File: src/rtl/psum_acc.sv
// psum_acc: partial-sum accumulator bank that sums signed MAC-column words into
// depth entries with saturation, then streams all entries out on a drain request.
// Optional feature: define PSUM_ACC_RELU_EN to clamp negative entries to 0 on output.
module psum_acc #(
    parameter int unsigned psum_bw = 16,
    parameter int unsigned depth   = 16,
    parameter int unsigned addr_bw = 4
) (
    input  logic                      clk,
    input  logic                      reset_n,
    input  logic                      in_valid,
    output logic                      in_ready,
    input  logic signed [psum_bw-1:0] in_data,
    input  logic        [addr_bw-1:0] in_addr,
    input  logic                      in_first,
    input  logic                      drain,
    output logic                      out_valid,
    input  logic                      out_ready,
    output logic signed [psum_bw-1:0] out_data,
    output logic                      done
);

    typedef enum logic [1:0] {
        IDLE  = 2'd0,
        ACC   = 2'd1,
        DRAIN = 2'd2
    } state_t;

    localparam int unsigned SUM_W = psum_bw + 1;
    localparam logic        [addr_bw-1:0] LAST_ADDR = addr_bw'(depth - 1);
    localparam logic signed [psum_bw-1:0] PSUM_MAX  = {1'b0, {(psum_bw-1){1'b1}}};
    localparam logic signed [psum_bw-1:0] PSUM_MIN  = {1'b1, {(psum_bw-1){1'b0}}};

    // Signed add with clamping to the representable partial-sum range.
    function automatic logic signed [psum_bw-1:0] sat_add(
        input logic signed [psum_bw-1:0] a,
        input logic signed [psum_bw-1:0] b
    );
        logic [SUM_W-1:0] s;
        s = {a[psum_bw-1], a} + {b[psum_bw-1], b};
        if (s[SUM_W-1] != s[SUM_W-2]) begin
            return s[SUM_W-1] ? PSUM_MIN : PSUM_MAX;
        end
        return s[psum_bw-1:0];
    endfunction

    // Output view of an entry; stored entries are never altered by this.
    function automatic logic signed [psum_bw-1:0] present(
        input logic signed [psum_bw-1:0] v
    );
`ifdef PSUM_ACC_RELU_EN
        return v[psum_bw-1] ? '0 : v;
`else
        return v;
`endif
    endfunction

    state_t                    state_q, state_d;
    logic signed [psum_bw-1:0] mem_q [depth];
    logic signed [psum_bw-1:0] mem_d [depth];
    logic        [addr_bw-1:0] rd_ptr_q, rd_ptr_d;
    logic                      out_valid_q, out_valid_d;
    logic signed [psum_bw-1:0] out_data_q, out_data_d;
    logic                      done_q, done_d;
    logic                      in_ready_q, in_ready_d;
    logic                      in_fire;
    logic        [addr_bw-1:0] rd_next;

    assign in_fire   = in_valid && in_ready_q;
    assign rd_next   = rd_ptr_q + addr_bw'(1);
    assign in_ready  = in_ready_q;
    assign out_valid = out_valid_q;
    assign out_data  = out_data_q;
    assign done      = done_q;

    // Next-state, accumulate-write and drain-stream logic.
    always_comb begin
        state_d     = state_q;
        mem_d       = mem_q;
        rd_ptr_d    = rd_ptr_q;
        out_valid_d = out_valid_q;
        out_data_d  = out_data_q;
        done_d      = 1'b0;

        case (state_q)
            IDLE, ACC: begin
                // A word accepted in the drain-request cycle lands before draining starts.
                if (in_fire) begin
                    mem_d[in_addr] = in_first ? in_data : sat_add(mem_q[in_addr], in_data);
                    state_d        = ACC;
                end
                if (drain) begin
                    state_d  = DRAIN;
                    rd_ptr_d = '0;
                end
            end
            DRAIN: begin
                // out_valid is low only in the first drain cycle: load entry 0.
                if (!out_valid_q) begin
                    out_valid_d = 1'b1;
                    out_data_d  = present(mem_q[rd_ptr_q]);
                end else if (out_ready) begin
                    mem_d[rd_ptr_q] = '0;
                    if (rd_ptr_q == LAST_ADDR) begin
                        out_valid_d = 1'b0;
                        out_data_d  = '0;
                        done_d      = 1'b1;
                        rd_ptr_d    = '0;
                        state_d     = IDLE;
                    end else begin
                        rd_ptr_d    = rd_next;
                        out_data_d  = present(mem_q[rd_next]);
                    end
                end
            end
            default: begin
                state_d = IDLE;
            end
        endcase

        in_ready_d = (state_d != DRAIN);
    end

    // State and output registers; reset discards all entries.
    always_ff @(posedge clk or negedge reset_n) begin
        if (!reset_n) begin
            state_q     <= IDLE;
            mem_q       <= '{default: '0};
            rd_ptr_q    <= '0;
            out_valid_q <= 1'b0;
            out_data_q  <= '0;
            done_q      <= 1'b0;
            in_ready_q  <= 1'b1;
        end else begin
            state_q     <= state_d;
            mem_q       <= mem_d;
            rd_ptr_q    <= rd_ptr_d;
            out_valid_q <= out_valid_d;
            out_data_q  <= out_data_d;
            done_q      <= done_d;
            in_ready_q  <= in_ready_d;
        end
    end

endmodule
File: config.mk
export PLATFORM = sky130hd
export DESIGN_NAME = psum_acc
export DESIGN_NICKNAME = d
export VERILOG_FILES = /design/src/rtl/psum_acc.sv
export SDC_FILE = /design/constraint.sdc
export NUM_CORES = 1
export LEC_CHECK = 0
export BUFFER_PORTS_ARGS = -buffer_cell sky130_fd_sc_hd__buf_4
export CAP_MARGIN = 20
export CORE_ASPECT_RATIO = 1.75
export CORE_UTILIZATION = 45
export CTS_CLUSTER_DIAMETER = 150
export DETAILED_ROUTE_END_ITERATION = 6
export GPL_ROUTABILITY_DRIVEN = 0
export PLACE_DENSITY_LB_ADDON = 0.3
export SYNTH_ARGS = -nofsm -noshare
export SYNTH_HDL_FRONTEND = slang
export SYNTH_SLANG_ARGS = --single-unit
File: constraint.sdc
create_clock -name clk -period 9.8 [get_ports clk]
set_input_delay 1.47 -clock clk [delete_from_list [all_inputs] [get_ports clk]]
set_output_delay 1.47 -clock clk [all_outputs]
set_load 0.005 [all_outputs]
# Yosys cells after proc, flatten, opt, wreduce, memory -nomap -nowiden
# Index checks and enable logic that the tools add are counted.
# op_classes
reduce_logical	9
n_eq_ne	10
order_cmp	5
n_addsub	2
n_mux	48
bitwise_logic	5
# ops
op	n
$mux 256	3
$pmux 256 s2	1
$mux 16	17
$and 256x256->256	1
$bwmux 256	1
$not 256->256	1
$bmux 16 s4	3
$demux 16 s4	2
$add 16x16->17	1
$mux 4	4
$ge 5x5->1 const B	3
$not 4->5	3
$ne 2x2->1 const B	6
$lt 5x1->1 const B	2
$mux 1	10
$mux 2	5
$pmux 4 s2	1
$reduce_and 4->1	2
$add 4x1->4 const B	1
$eq 4x4->1 const B	1
$pmux 2 s2	1
$logic_and 1x1->1	3
$eq 2x1->1 const B	1
$eq 2x2->1 const B	1
5 further kinds	5
# word_totals
elab_cells	101
inputBits	26
ff_bits	281

# Longest topological paths before layout
# Gate-level depths: netlist (run 1).
# depth
ltp_word	16
ltp_mapped	17
mapped_depth_nobuf	12

# Worst setup path after synthesis (run 1)
# Ideal clock, no wire load.
# synth_timing
path_type	input -> register
from	input port in_addr[0]
to	register mem_q[232] (netlist name)
path_slack_ns	3.825
stages	15
arrival_time_ns	5.907
cell_sequence	clkbuf_1 > buf_2 > buf_1 > mux4_2 > mux4_2 > ha_1 > buf_2 > nand2_1 > o21ai_1 > mux2i_1 > o41a_1 > nand2_1 > a2111oi_4 > buf_2 > a22o_1
# synth_via
elab_chain_len	16
word_cells_on_any_way	23
# synth_lines
element	line_no	text
start: declaration	14	input logic [addr_bw-1:0] in_addr,
$not 4->5 *	89	mem_d[in_addr] = in_first ? in_data : sat_add(mem_q[in_addr], in_data);
$bmux 16 s4	89	
$mux 16 (not written as such) (2 in series)	89	
$add 16x16->17	40	s = {a[psum_bw-1], a} + {b[psum_bw-1], b};
$ne 1x1->1	41	if (s[SUM_W-1] != s[SUM_W-2]) begin
$mux 1	41	
$mux 1	88	if (in_fire) begin
$mux 1	85	case (state_q)
$mux 16	44	return s[psum_bw-1:0];
$mux 16	88	
$mux 16	85	
$mux 16	89	
$bwmux 256 *	89	
$mux 256 *	88	
$pmux 256 s2 *	85	
end signal: assignment	136	mem_q <= mem_d;
end: declaration	59	logic signed [psum_bw-1:0] mem_q [depth];
# Every way passes the cells marked *; elsewhere a longest branch is shown, timed or not. The select of a mux whose other input is x is not followed.
# A chain may end at the register's enable or synchronous reset.

# Worst setup path after layout (run 1)
# layout_timing
from	input port in_addr[0]
to	register mem_q[222] (netlist name)
# Same word-level chain as after synthesis.

==> results.yml, run 1 <==
floorplanning:
  fp.dieH_microns: 267.8
  core_sq_um: 39930
  start_util: 0.4550
  ioPinCount: 45
  die-area_sq_um: 41210
  fp-row-count: 97
  die_w_microns: 153.9
sta:
  setup_tns_ns: 0
  relSlewSlack: 0.1713
  setup_viol: 0
  finalCritPeriodShare: 0.6597
  worst_slack_ns: 3.335
  period_needed_ns: 6.465
  hold_viol: 0
  skew_ns: 0.01703
  fmax_mhz: 154.7
  worst_slew_pin_slew_ns: 1.243
  rsz0062_at_grt: "false"
  timing.final.max_slew_violations: 0
critical_path:
  critical-path-top-delay-family: "compound AO/OA/AOI/OAI gates"
  cp_max_fo: 36
  cp_data_arrival_time_ns: 6.86
  cp_cell_sequence: "buf_4, buf_4, mux4_2, mux4_2, ha_1, o211ai_1, o211ai_1, a31oi_1, or2_2, a211oi_2, o21ba_2, o221ai_1"
  worst-path-buf-inv: 2
  slowest_delay_ns: 0.92
  cp-end-kind: "flop"
  slowest_stage: "a211oi_2"
  startpoint_type: "primary input"
  path_class: "in2reg"
  cp.required_ns: 10.20
synthesis:
  ys_warn_count: 0
  synth_cells: 1602
  async_flop_share: 1.000
  syn_nets: 1649
  syn_area_sq_um: 18170
  ys_seq_area_frac: 0.3871
  synth.distinct_cells: 68
  synth_seq_cells: 281
  synth_enable_flop_cells: 0
  ys.flop_type: "dfrtp_1"
  syn_area_per_cell_sq_um: 11.34
finish:
  multi_input_area_sq_um: 10560
  drive_gt1_frac: 0.2480
  final_common_cell: "nand2_1"
  nets: 1622
  layout_common_cells: "nand2_1 (286), dfrtp_1 (277), mux4_2 (224)"
  syn_to_final_growth_pct: 9.593
  regArea_sq_um: 7039
  fillerInstances: 3487
routing:
  drt-initial-drc-count: 1919
  first_pass_iters: 6
  detail-route-antenna-nets: 0
  drt-met1-wl_microns: 22850
  postRouteWirelength_microns: 67350
  vias: 15280
  routed-wl-met2_microns: 30750
  via_per_inst: 7.298
  dr_wl_met3_microns: 8077
  wl_per_cell_microns: 32.18
  dr.max_layer_used: "met5"
  drc: 0
clock_tree:
  ctsResizeCount: 0
  clk_latency_ns: 0.58
  cts.sinks: 281
  clk_pin_slew_worst_paths_ns: 0.06
  clk_path_buf_depth: 3
  cts_tree: "yes"
  postCtsSetupRepairBufs: 0
  htreeDepth: 1
  cts_made_buffers: 28
  root_buffer: "clkbuf_16"
  hold_buffers: 0
min_path:
  min-delay-path-class: "reg2reg"
pwr:
  vdd_drop_max_mv: 0.1460
  p_per_area_nw_per_um2: 204.3
  leakage_nw: 7.835
global_routing:
  grt_max_degree: 165
  first_global_vias: 15410
  grt_usage: 0.3361
  grt_pass1_wl_microns: 100600
  grt.overflow.total: 0
  antenna_found_initial: 2
placed_design:
  dp_slack_ns: 2.879
  dpl.hpwl_microns: 42100
  io_buffers: 44
outcome:
  outcome: "complete, no violations"
run:
  drv_cap: 0
[Yosys cell counts (all sizes together), types with 20 or more instances]
cell type,instances,area share
nor2,66,0.014
clkbuf,104,0.022
a22oi,49,0.020
mux4,224,0.28
a21oi,41,0.011
a22o,60,0.029
buf,43,0.011
nand2,286,0.059
o31ai,45,0.019
dfrtp,280,0.39
ha,20,0.014
o21ai,172,0.047
nand3,26,0.0072
[metal layers]
layer / track usage / up-vias
li1: - / 6140
met1: 0.4190 / 7735
met4: 0.2349 / 2
met2: 0.5236 / 1066
met5: 0 / -
met3: 0.07386 / 332
[area by class of cell]
class                           instances  share of cell area
Clock buffer                           38             0.04066
Timing Repair Buffer                   90             0.03576
Antenna cell                            1           0.0001257
Clock inverter                         14            0.005467
Inverter                               16            0.003016
Multi-Input combinational cell       1158              0.5303
Tap cell                              495             0.03111
Sequential cell                       281              0.3535
[flip-flops by register name, summed over array words and instances (netlist names)]
signal and count:
out_data 16, rd_ptr_q 4, out_valid 1, mem_q 256, done 1, in_ready 1, state_q 2
[power breakdown]
part           internal [W]  leakage (nW)  switching (W)
logic              0.000613          3.51       0.000947
clock network      0.000607         0.460       0.000499
registers           0.00126          3.87       0.000138
[path summary, 6_finish.rpt]
check / startpoint / to / slack (ns) / cells after the start
min reg2reg: mem_q[87] / mem_q[87] / 0.52 / 2
max: in_addr[0] / mem_q[222] / 3.33 / 12
max reg2reg: mem_q[128] / mem_q[222] / 4.93 / 12
min: mem_q[87] / mem_q[87] / 0.52 / 2
max in group asynchronous: reset_n / mem_q[190] / 7.24 / 2
min in group asynchronous: reset_n / mem_q[104] / 0.97 / 1
[worst min-delay path: cells and delay by family (launching register included)]
kind / cells / cell delay (ns)
and+or+nand+nor: 1 / 0.05
DFF: 1 / 0.37
AOI/OAI and AO/OA: 1 / 0.06
[through the flow]
step           hold WS, ns  cell area, sq um  std cells  utilization  total power, W
2_1_floorplan       0.4767             18170       1602            -        0.002426
3_3_place_gp        0.4909             18920       2033       0.4739        0.002936
3_5_place_dp        0.5089             18930       2034       0.4740        0.002958
4_1_cts             0.5224             19850       2086       0.4970        0.004051
5_1_grt             0.5443             19910       2092       0.4986        0.004209
6_report            0.5198             19910       2093       0.4986        0.004067
[kinds of logic (layout without fill, tap and decap cells)]
logic type	count (synthesis)	in the layout	share of synthesized area
mux	227	227	0.2793
fa+ha+maj	21	21	0.01488
other cells	0	1	0
buf+inv	163	158	0.03616
simple gates	456	456	0.1074
flops	281	281	0.3871
compound gates	441	441	0.1688
xor+xnor	13	13	0.006267
No activity file was read; power rests on OpenSTA's default activity.
==> inputs of run 2 (changes only) <==
==> constraint.sdc (replaced) <==
create_clock -name clk -period 5.9 [get_ports clk]
set_input_delay 0.885 -clock clk [delete_from_list [all_inputs] [get_ports clk]]
set_output_delay 0.885 -clock clk [all_outputs]
set_load 0.005 [all_outputs]
==> results.yml, run 2 (synthesized netlist as in run 1, its figures left out) <==
sta:
  setup_tns_ns: 0
  fmax_mhz: 199.6
  skew_ns: 0.02406
  relSlewSlack: 0.2160
  timing.final.max_slew_violations: 0
  hold_viol: 0
  period_needed_ns: 5.011
  worst_slew_pin_slew_ns: 1.173
  finalCritPeriodShare: 0.8493
  setup_viol: 0
  rsz0062_at_grt: "false"
clock_tree:
  root_buffer: "clkbuf_16"
  cts_tree: "yes"
  clk_pin_slew_worst_paths_ns: 0.08
  ctsResizeCount: 0
  cts_made_buffers: 27
  postCtsSetupRepairBufs: 0
  htreeDepth: 1
  hold_buffers: 0
  cts.sinks: 281
  clk_path_buf_depth: 3
  clk_latency_ns: 0.58
finish:
  largest_register: "mem_q"
  syn_to_final_growth_pct: 11.57
  drive_gt1_frac: 0.2511
  postLayoutCellArea_sq_um: 20270
  fillerInstances: 3478
  regArea_sq_um: 7039
  final_common_cell: "nand2_1"
  layout_common_cells: "nand2_1 (286), dfrtp_1 (277), mux4_2 (224)"
  largest_reg_flops: 256
  nets: 1632
  fin_util: 0.5076
  multi_input_area_sq_um: 10540
routing:
  detail-route-antenna-nets: 0
  first_pass_iters: 7
  via_per_inst: 7.343
  drt-initial-drc-count: 1786
  wl_per_cell_microns: 32.17
  postRouteWirelength_microns: 67590
  drc: 0
  vias: 15430
floorplanning:
  ioPinCount: 45
  start_util: 0.4550
  core_sq_um: 39930
  fp.dieH_microns: 267.8
  die_w_microns: 153.9
  fp-row-count: 97
  die-area_sq_um: 41210
outcome:
  outcome: "complete, no violations"
placed_design:
  dpl.hpwl_microns: 43620
  dpl_cell_area_sq_um: 19230
  io_buffers: 44
global_routing:
  grt_pass1_wl_microns: 100900
  antenna_found_initial: 3
  grt_max_degree: 122
  grt.overflow.total: 0
  grt_usage: 0.3362
  first_global_vias: 15700
critical_path:
  path_class: "in2reg"
  cp.required_ns: 6.31
  cp_data_arrival_time_ns: 5.42
  cp_max_fo: 17
  startpoint_type: "primary input"
  cp-end-kind: "flop"
pwr:
  p_per_area_nw_per_um2: 342.7
  vdd_drop_max_mv: 0.2908
  leakage_nw: 7.991
run:
  drv_cap: 0
min_path:
  min-delay-path-class: "in2async"
==> run 2: final cells by class <==
class | instances | share of cell area
multi-input cells | 1158 | 0.5200
flip-flops and latches | 281 | 0.3473
repair buffers | 101 | 0.05111
clock buffers | 30 | 0.03488
well taps | 495 | 0.03056
clock inverters | 19 | 0.01309
inverters | 16 | 0.002963
diodes | 1 | 0.0001235
==> run 2: stage by stage <==
stage	worst slack [ns]	total power, W	hold WS (ns)	instances
global route	0.6041	0.007195	0.5120	2101
global placement	0.4539	0.004889	0.4917	2038
detailed placement	0.4015	0.004975	0.5121	2047
finish	0.8888	0.006947	0.4309	2101
floorplan	0.5101	0.004030	0.4767	1602
CTS	0.9717	0.006902	0.4799	2096
==> run 2: where the power goes <==
part | switching, W | internal [W]
sequential | 0.000245 | 0.00210
clock | 0.000830 | 0.00113
combinational | 0.00156 | 0.00108
==> run 2: path summary, 6_finish.rpt <==
| kind | slack [ns] | endpoint | startpoint | depth (start not counted) |
|---|---|---|---|---|
| max | 0.89 | mem_q[161] | in_addr[0] | 15 |
| min | 0.43 | mem_q[56] | reset_n | 1 |
| max reg2reg | 1.35 | mem_q[161] | mem_q[128] | 13 |
| min reg2reg | 0.52 | mem_q[35] | mem_q[35] | 2 |
| max in group asynchronous | 4.24 | rd_ptr_q[0] | reset_n | 2 |
| min in group clk | 0.51 | state_q[0] | drain | 2 |
==> run 2: layer usage <==
metal | GRT usage | vias up | part of all wire
met3 | 0.06144 | 358 | 0.11
met2 | 0.5370 | 1080 | 0.47
met1 | 0.4049 | 7812 | 0.33
li1 | - | 6173 | -
met4 | 0.2622 | 4 | 0.089
met5 | 0 | - | 0.00034
==> run 2: worst max-delay path: stages <==
cell       delay (ns)
buf_4            0.28
buf_12           0.24
mux4_2           0.51
mux4_2           0.58
ha_1             0.28
inv_1            0.09
fa_1             0.21
nor2b_1          0.07
o2111ai_1        0.30
a211o_1          0.26
a31o_2           0.30
a211oi_4         0.12
buf_4            0.20
o311ai_2         0.83
o21ai_0          0.25
